$ cat src/rtl/mem_arb_pkg.sv
// mem_arb_pkg: shared state encoding and parameter defaults for the memory port arbiter.
package mem_arb_pkg;
    typedef enum logic [1:0] {IDLE, GNT_IF, GNT_D, ACK} state_e;
    localparam int ADDR_W_DEF     = 32;
    localparam int DATA_W_DEF     = 32;
    localparam int MAX_STREAK_DEF = 3;
endpackage

$ cat src/rtl/mem_port_arbiter.sv
// mem_port_arbiter: shares one memory port between instruction fetch and data accesses,
// favouring data but granting fetch after MAX_STREAK consecutive data wins.
module mem_port_arbiter
    import mem_arb_pkg::*;
#(
    parameter int ADDR_W     = ADDR_W_DEF,
    parameter int DATA_W     = DATA_W_DEF,
    parameter int MAX_STREAK = MAX_STREAK_DEF
) (
    input  logic              clk,
    input  logic              rst_n,
    input  logic              if_req,
    input  logic [ADDR_W-1:0] if_addr,
    output logic              if_ack,
    input  logic              d_req,
    input  logic              d_we,
    input  logic [ADDR_W-1:0] d_addr,
    input  logic [DATA_W-1:0] d_wdata,
    output logic              d_ack,
    output logic [DATA_W-1:0] rdata,
    output logic              mem_en,
    output logic              mem_we,
    output logic [ADDR_W-1:0] mem_addr,
    output logic [DATA_W-1:0] mem_wdata,
    input  logic [DATA_W-1:0] mem_rdata,
    input  logic              mem_ready,
    output logic              busy
);
    localparam int SW = (MAX_STREAK < 1) ? 1 : $clog2(MAX_STREAK + 1);

    state_e            state_q, state_d;
    logic [ADDR_W-1:0] addr_q, addr_d;
    logic [DATA_W-1:0] wdata_q, wdata_d, rdata_q, rdata_d;
    logic              we_q, we_d, dwin_q, dwin_d;
    logic [SW-1:0]     streak_q, streak_d;
    logic              pick_d;

    always_comb begin
        state_d  = state_q;
        addr_d   = addr_q;
        wdata_d  = wdata_q;
        rdata_d  = rdata_q;
        we_d     = we_q;
        dwin_d   = dwin_q;
        streak_d = streak_q;
        pick_d   = d_req && (streak_q < SW'(MAX_STREAK) || !if_req);
        case (state_q)
            IDLE: begin
                // Streak only counts data wins that made a waiting fetch wait longer.
                streak_d = !if_req ? '0 :
                           !pick_d ? '0 :
                           (streak_q == SW'(MAX_STREAK)) ? streak_q : streak_q + SW'(1);
                if (d_req || if_req) begin
                    state_d = pick_d ? GNT_D : GNT_IF;
                    dwin_d  = pick_d;
                    addr_d  = pick_d ? d_addr : if_addr;
                    we_d    = pick_d && d_we;
                    wdata_d = pick_d ? d_wdata : '0;
                end
            end
            GNT_IF, GNT_D: begin
                state_d = mem_ready ? ACK : state_q;
                rdata_d = (mem_ready && !we_q) ? mem_rdata : rdata_q;
            end
            default: state_d = IDLE;
        endcase
    end

    always_ff @(posedge clk or negedge rst_n) begin
        if (!rst_n) begin
            state_q  <= IDLE;
            addr_q   <= '0;
            wdata_q  <= '0;
            rdata_q  <= '0;
            we_q     <= 1'b0;
            dwin_q   <= 1'b0;
            streak_q <= '0;
        end else begin
            state_q  <= state_d;
            addr_q   <= addr_d;
            wdata_q  <= wdata_d;
            rdata_q  <= rdata_d;
            we_q     <= we_d;
            dwin_q   <= dwin_d;
            streak_q <= streak_d;
        end
    end

    assign mem_en    = (state_q == GNT_IF) || (state_q == GNT_D);
    assign mem_we    = (state_q == GNT_D) && we_q;
    assign mem_addr  = addr_q;
    assign mem_wdata = wdata_q;
    assign rdata     = rdata_q;
    assign busy      = state_q != IDLE;
    assign if_ack    = (state_q == ACK) && !dwin_q;
    assign d_ack     = (state_q == ACK) && dwin_q;
endmodule

$ cat config.mk
export PLATFORM = sky130hd
export DESIGN_NAME = mem_port_arbiter
export DESIGN_NICKNAME = d
export VERILOG_FILES = /design/src/rtl/mem_arb_pkg.sv /design/src/rtl/mem_port_arbiter.sv
export SDC_FILE = /design/constraint.sdc
export NUM_CORES = 1
export LEC_CHECK = 0
export CAP_MARGIN = 20
export CELL_PAD_IN_SITES_DETAIL_PLACEMENT = 0
export CELL_PAD_IN_SITES_GLOBAL_PLACEMENT = 2
export CORE_MARGIN = 2
export CORE_UTILIZATION = 26
export CTS_BUF_LIST = sky130_fd_sc_hd__clkbuf_8
export DETAILED_ROUTE_END_ITERATION = 16
export HOLD_SLACK_MARGIN = 0.05
export PLACE_DENSITY_LB_ADDON = 0.1
export SLEW_MARGIN = 20
export SYNTH_ARGS = -nofsm -noshare
export SYNTH_HDL_FRONTEND = slang
export SYNTH_SLANG_ARGS = --single-unit
$ cat constraint.sdc
create_clock -name clk -period 3.7 [get_ports clk]
set_input_delay 1.11 -clock clk [delete_from_list [all_inputs] [get_ports clk]]
set_output_delay 1.11 -clock clk [all_outputs]
set_load 0.03 [all_outputs]
## Word level (Yosys, flattened, before mapping)

Index checks and enable logic that the tools add are counted.

- Shift operators: 0
- Eq/ne operators: 7
- Multipliers: 0
- Reductions and logical operators: 19
- Bitwise operators: 0
- Muxes and demuxes: 9
- $lt $le $gt $ge: 1
- Add/sub/neg operators: 1
- Divide/modulo/power cells: 0

Operator list:

| kind | number |
|---|---|
| 32-bit 2-to-1 mux | 2 |
| 2-bit 2-to-1 mux | 6 |
| 2-bit AND reduction | 4 |
| 2-bit == test (second input constant) | 3 |
| 1-bit logical AND | 6 |
| 2-bit inequality test (second input constant) | 2 |
| 2-bit case mux with 2 select lines | 1 |
| 1-bit zero test | 3 |
| 1-bit logical OR | 3 |
| 3-bit inequality test (second input constant) | 1 |
| 2-bit by 1-bit adder with 2-bit output (second input constant) | 1 |
| 2-bit by 1-bit == test with 1-bit output (second input constant) | 1 |
| 2-bit zero test | 1 |
| 2-bit < comparator (second input constant) | 1 |
| 2-bit nonzero test | 1 |
| 2-bit OR reduction | 1 |

- Input port bits: 134
- Bits in latches: 0
- Memories kept: 0
- Memory bits (read-only): 0
- Logic and storage cells: 44
- Bits in writable memories: 0
- Flip-flop bits (word level): 102

## Logic depth before layout (Yosys ltp)

- Depth after elaboration: 6
- Mapped depth: 7

## Least setup slack after synthesis

No wires, ideal clock.

- Kind: flip-flop to output port
- Start: register state_q[1]
- End: output port if_ack
- Stages on the path, launching flop included: 3
- Data arrival time: 1012 ps
- Setup slack: 1578 ps
- Cells stage by stage: dfrtp_1 ha_1 nor2b_1

- Cells in the longest elaborated chain, start to end: 2

Ends and longest elaborated chain:

| what | line | RTL |
|---|---|---|
| start: declaration | mem_port_arbiter.sv:31 | `state_e state_q, state_d;` |
| start signal: assignment | mem_port_arbiter.sv:79 | `state_q <= state_d;` |
| 2-bit == test | mem_port_arbiter.sv:95 | `assign if_ack = (state_q == ACK) && !dwin_q;` |
| 1-bit logical AND | mem_port_arbiter.sv:95 |  |
| end: declaration | mem_port_arbiter.sv:14 | `output logic if_ack,` |

No other way between the ends.

## Worst setup path after layout

- Start: register state_q[1]
- End: output port busy

- Cells in the longest elaborated chain, start to end: 1

Ends and longest elaborated chain:

| what | line | RTL |
|---|---|---|
| 2-bit nonzero test | mem_port_arbiter.sv:94 | `assign busy = state_q != IDLE;` |
| end: declaration | mem_port_arbiter.sv:27 | `output logic busy` |

No other way between the ends.

==> flow_metrics.py <==
metrics = {
    "clock_tree": {
        "cts_tree": "yes",
        "cts_resized": 0,
        "cts_hold_buf": 0,
        "path_clk_slew_ns": 0.09,
        "cts-htree-levels": 3,
        "post-cts-setup-buffers": 0,
        "cts_buffer_depth": 2,
        "clock_sinks": 102,
        "cts_made_buffers": 9,
        "clockRootBuffer": "clkbuf_8",
        "clock_latency_ns": 0.37,
    },
    "logic_synthesis": {
        "ys_seq_elements": 102,
        "netlist_area_mm2": 0.00418,
        "synth_seq_area_share": 0.611,
        "syn_nets": 447,
        "synth_warnings": 0,
        "yosys.cell_types.count": 28,
        "synth_area_per_cell_um2": 13.5,
        "syn_inst": 309,
    },
    "final_layout": {
        "drive_gt1_frac": 0.107,
        "final_cell_mix": "clkdlybuf4s50_1, dfrtp_1, a22o_1, mux2i_1, nand2_1",
        "final_common_cell": "clkdlybuf4s50_1",
        "fin_area_mm2": 0.00688,
        "antenna_cells": 0,
        "area_growth_pct": 64.6,
        "fin_nets": 678,
    },
    "power_and_ir_drop": {
        "p_leak_nw": 2.96,
        "ir_drop_uv": 326,
        "p_per_area_mw_per_mm2": 862,
    },
    "critical_path": {
        "critPathArrivalTime_ns": 2.11,
        "reg2reg_depth": 5,
        "reg2reg_setup_slack_ns": 1.84,
        "worstSetupEndpointType": "output port",
        "path_max_fanout": 6,
        "path_class": "flip-flop to output port",
        "worstPathRequired_ns": 2.59,
        "r2r-start": "state_q[1]$_DFFE_PN0P_",
        "crit-reg2reg-capture": "rdata[20]$_DFFE_PN0P_",
        "startpoint_type": "flip-flop",
    },
    "hold_path": {
        "min_to": "mem_addr[31]$_DFFE_PN0P_",
        "min_path_cells": 2,
        "hold_start": "mem_addr[31]$_DFFE_PN0P_",
        "hp-class": "flip-flop to flip-flop",
    },
    "sta": {
        "period_share": 0.871,
        "clock.fmax_mhz": 310,
        "hold-worst-slack_ns": 0.485,
        "fin_crit_ns": 3.22,
        "finalHoldViolCount": 0,
        "final_max_slew_viol_count": 0,
        "max-slew-margin-rel": 0.614,
        "setup_viol": 0,
        "finClkSkew_ns": 0.0100,
        "grt_setup_unrepaired": "false",
        "worstMarginPinSlew_ns": 0.579,
        "tns_ns": 0,
    },
    "die": {
        "io_pins": 235,
        "die_area_mm2": 0.0171,
        "start_util": 0.265,
        "rows": 46,
        "die_w_um": 131,
        "core_mm2": 0.0158,
        "dieHeight_um": 131,
    },
    "global_route": {
        "grt_pass1_vias": 3377,
        "grt_max_degree": 64,
        "gr-usage-all-layers": 0.138,
        "grt_pass1_wl_um": 17800,
        "antenna_found_initial": 0,
        "gr-total-overflow": 0,
    },
    "placed_design": {
        "portBuffers": 234,
        "routabilityCongestion": 0.718,
        "dpl-instance-area_mm2": 0.00672,
        "dpl.hpwl_um": 8780,
    },
    "route": {
        "first_iter_violations": 112,
        "routed_wirelength_um": 12000,
        "vias": 3260,
        "dr.pass1.iters": 3,
        "avgRoutedWirePerCell_um": 15.8,
        "drc": 0,
        "via_per_inst": 4.30,
        "ant_nets": 0,
    },
    "job": {
        "max_cap_viol_count": 0,
    },
    "run_status": {
        "outcome": "complete, no violations",
    },
}
-- cells by family after synthesis --
family                     synth area share
buffers and inverters                0.0383
and+or+nand+nor                      0.0482
DFF                                   0.611
adders and majority gates            0.0120
muxes                                 0.165
AOI/OAI and AO/OA                     0.125
-- cells in the mapped netlist --
cell       instances  area [um^2]
mux2_2            32          360
or3b_2             1         8.76
buf_8              3         45.0
nand4b_1           1         8.76
buf_4              1         7.51
a32o_1             1         10.0
a21o_1             1         7.51
a21bo_1            1         10.0
a21oi_1            1         5.00
dfrtp_1          102         2550
mux2i_1           33          330
buf_2              5         25.0
o21ba_1            1         10.0
and2_1             2         12.5
nor2_8             1         20.0
nand2_1           33          124
inv_1              3         11.3
o21ai_2            1         8.76
o21ai_0           32          160
nor2b_1            1         6.26
clkbuf_1           7         26.3
o2bb2ai_2          1         15.0
ha_1               4         50.1
a22o_1            33          289
o2bb2ai_1          1         8.76
buf_6              4         45.0
nand3b_1           2         15.0
nand2b_1           1         6.26
-- report_power, final --
| part | internal [mW] | switching [mW] | leakage [nW] |
|---|---|---|---|
| Sequential | 1.64 | 0.260 | 1.26 |
| Combinational | 1.52 | 1.88 | 1.62 |
| Clock | 0.240 | 0.399 | 0.0776 |
-- metal layers --
metal  global-route usage  share of wire  wire length [um]  vias up
met1                0.170           0.42              4990     1557
met3               0.0411          0.075               903       20
met2                0.218           0.48              5740      123
li1                     -              -                 -     1560
met4               0.0726          0.029               352        0
met5                    0              0                 0        -
-- critical path, cell delays in order (launching register included) --
cell and delay [ns]:
dfrtp_1 0.43, inv_1 0.06, ha_1 0.27, inv_1 0.24, clkdlybuf4s50_1 0.74
-- sequential cells by signal, summed over array words and instances (netlist names) --
register	cells
dwin_q	1
rdata	32
we_q	1
state_q	2
mem_wdata	32
mem_addr	32
streak_q	2
-- layout make-up --
cell class	count	area, um^2
fillers	1500	8890
repair buffers	240	2410
flip-flops and latches	102	2550
multi-input cells	184	1470
clock buffers	9	124
clock inverters	5	37.5
well taps	216	270
inverters	3	11.3
-- worst max-delay path by stage --
stage,startpoint,slack (ns),to,cells after the start
after floorplan,state_q[1]$_DFFE_PN0P_,1.58,if_ack,2
after global placement,state_q[1]$_DFFE_PN0P_,0.93,busy,4
after detailed placement,state_q[1]$_DFFE_PN0P_,0.89,busy,4
after CTS,state_q[1]$_DFFE_PN0P_,0.44,busy,4
after global routing,state_q[1]$_DFFE_PN0P_,0.33,busy,4
final,state_q[1]$_DFFE_PN0P_,0.48,busy,4
-- through the flow --
| stage | setup WS [ns] | instances | power [mW] | util |
|---|---|---|---|---|
| floorplan | 1.58 | 309 | 3.91 | - |
| global placement | 0.925 | 745 | 5.33 | 0.426 |
| detailed placement | 0.885 | 745 | 5.36 | 0.426 |
| CTS | 0.437 | 759 | 6.03 | 0.436 |
| global route | 0.330 | 759 | 6.31 | 0.436 |
| finish | 0.477 | 759 | 5.93 | 0.436 |
Power figures use the tool's default switching activity.
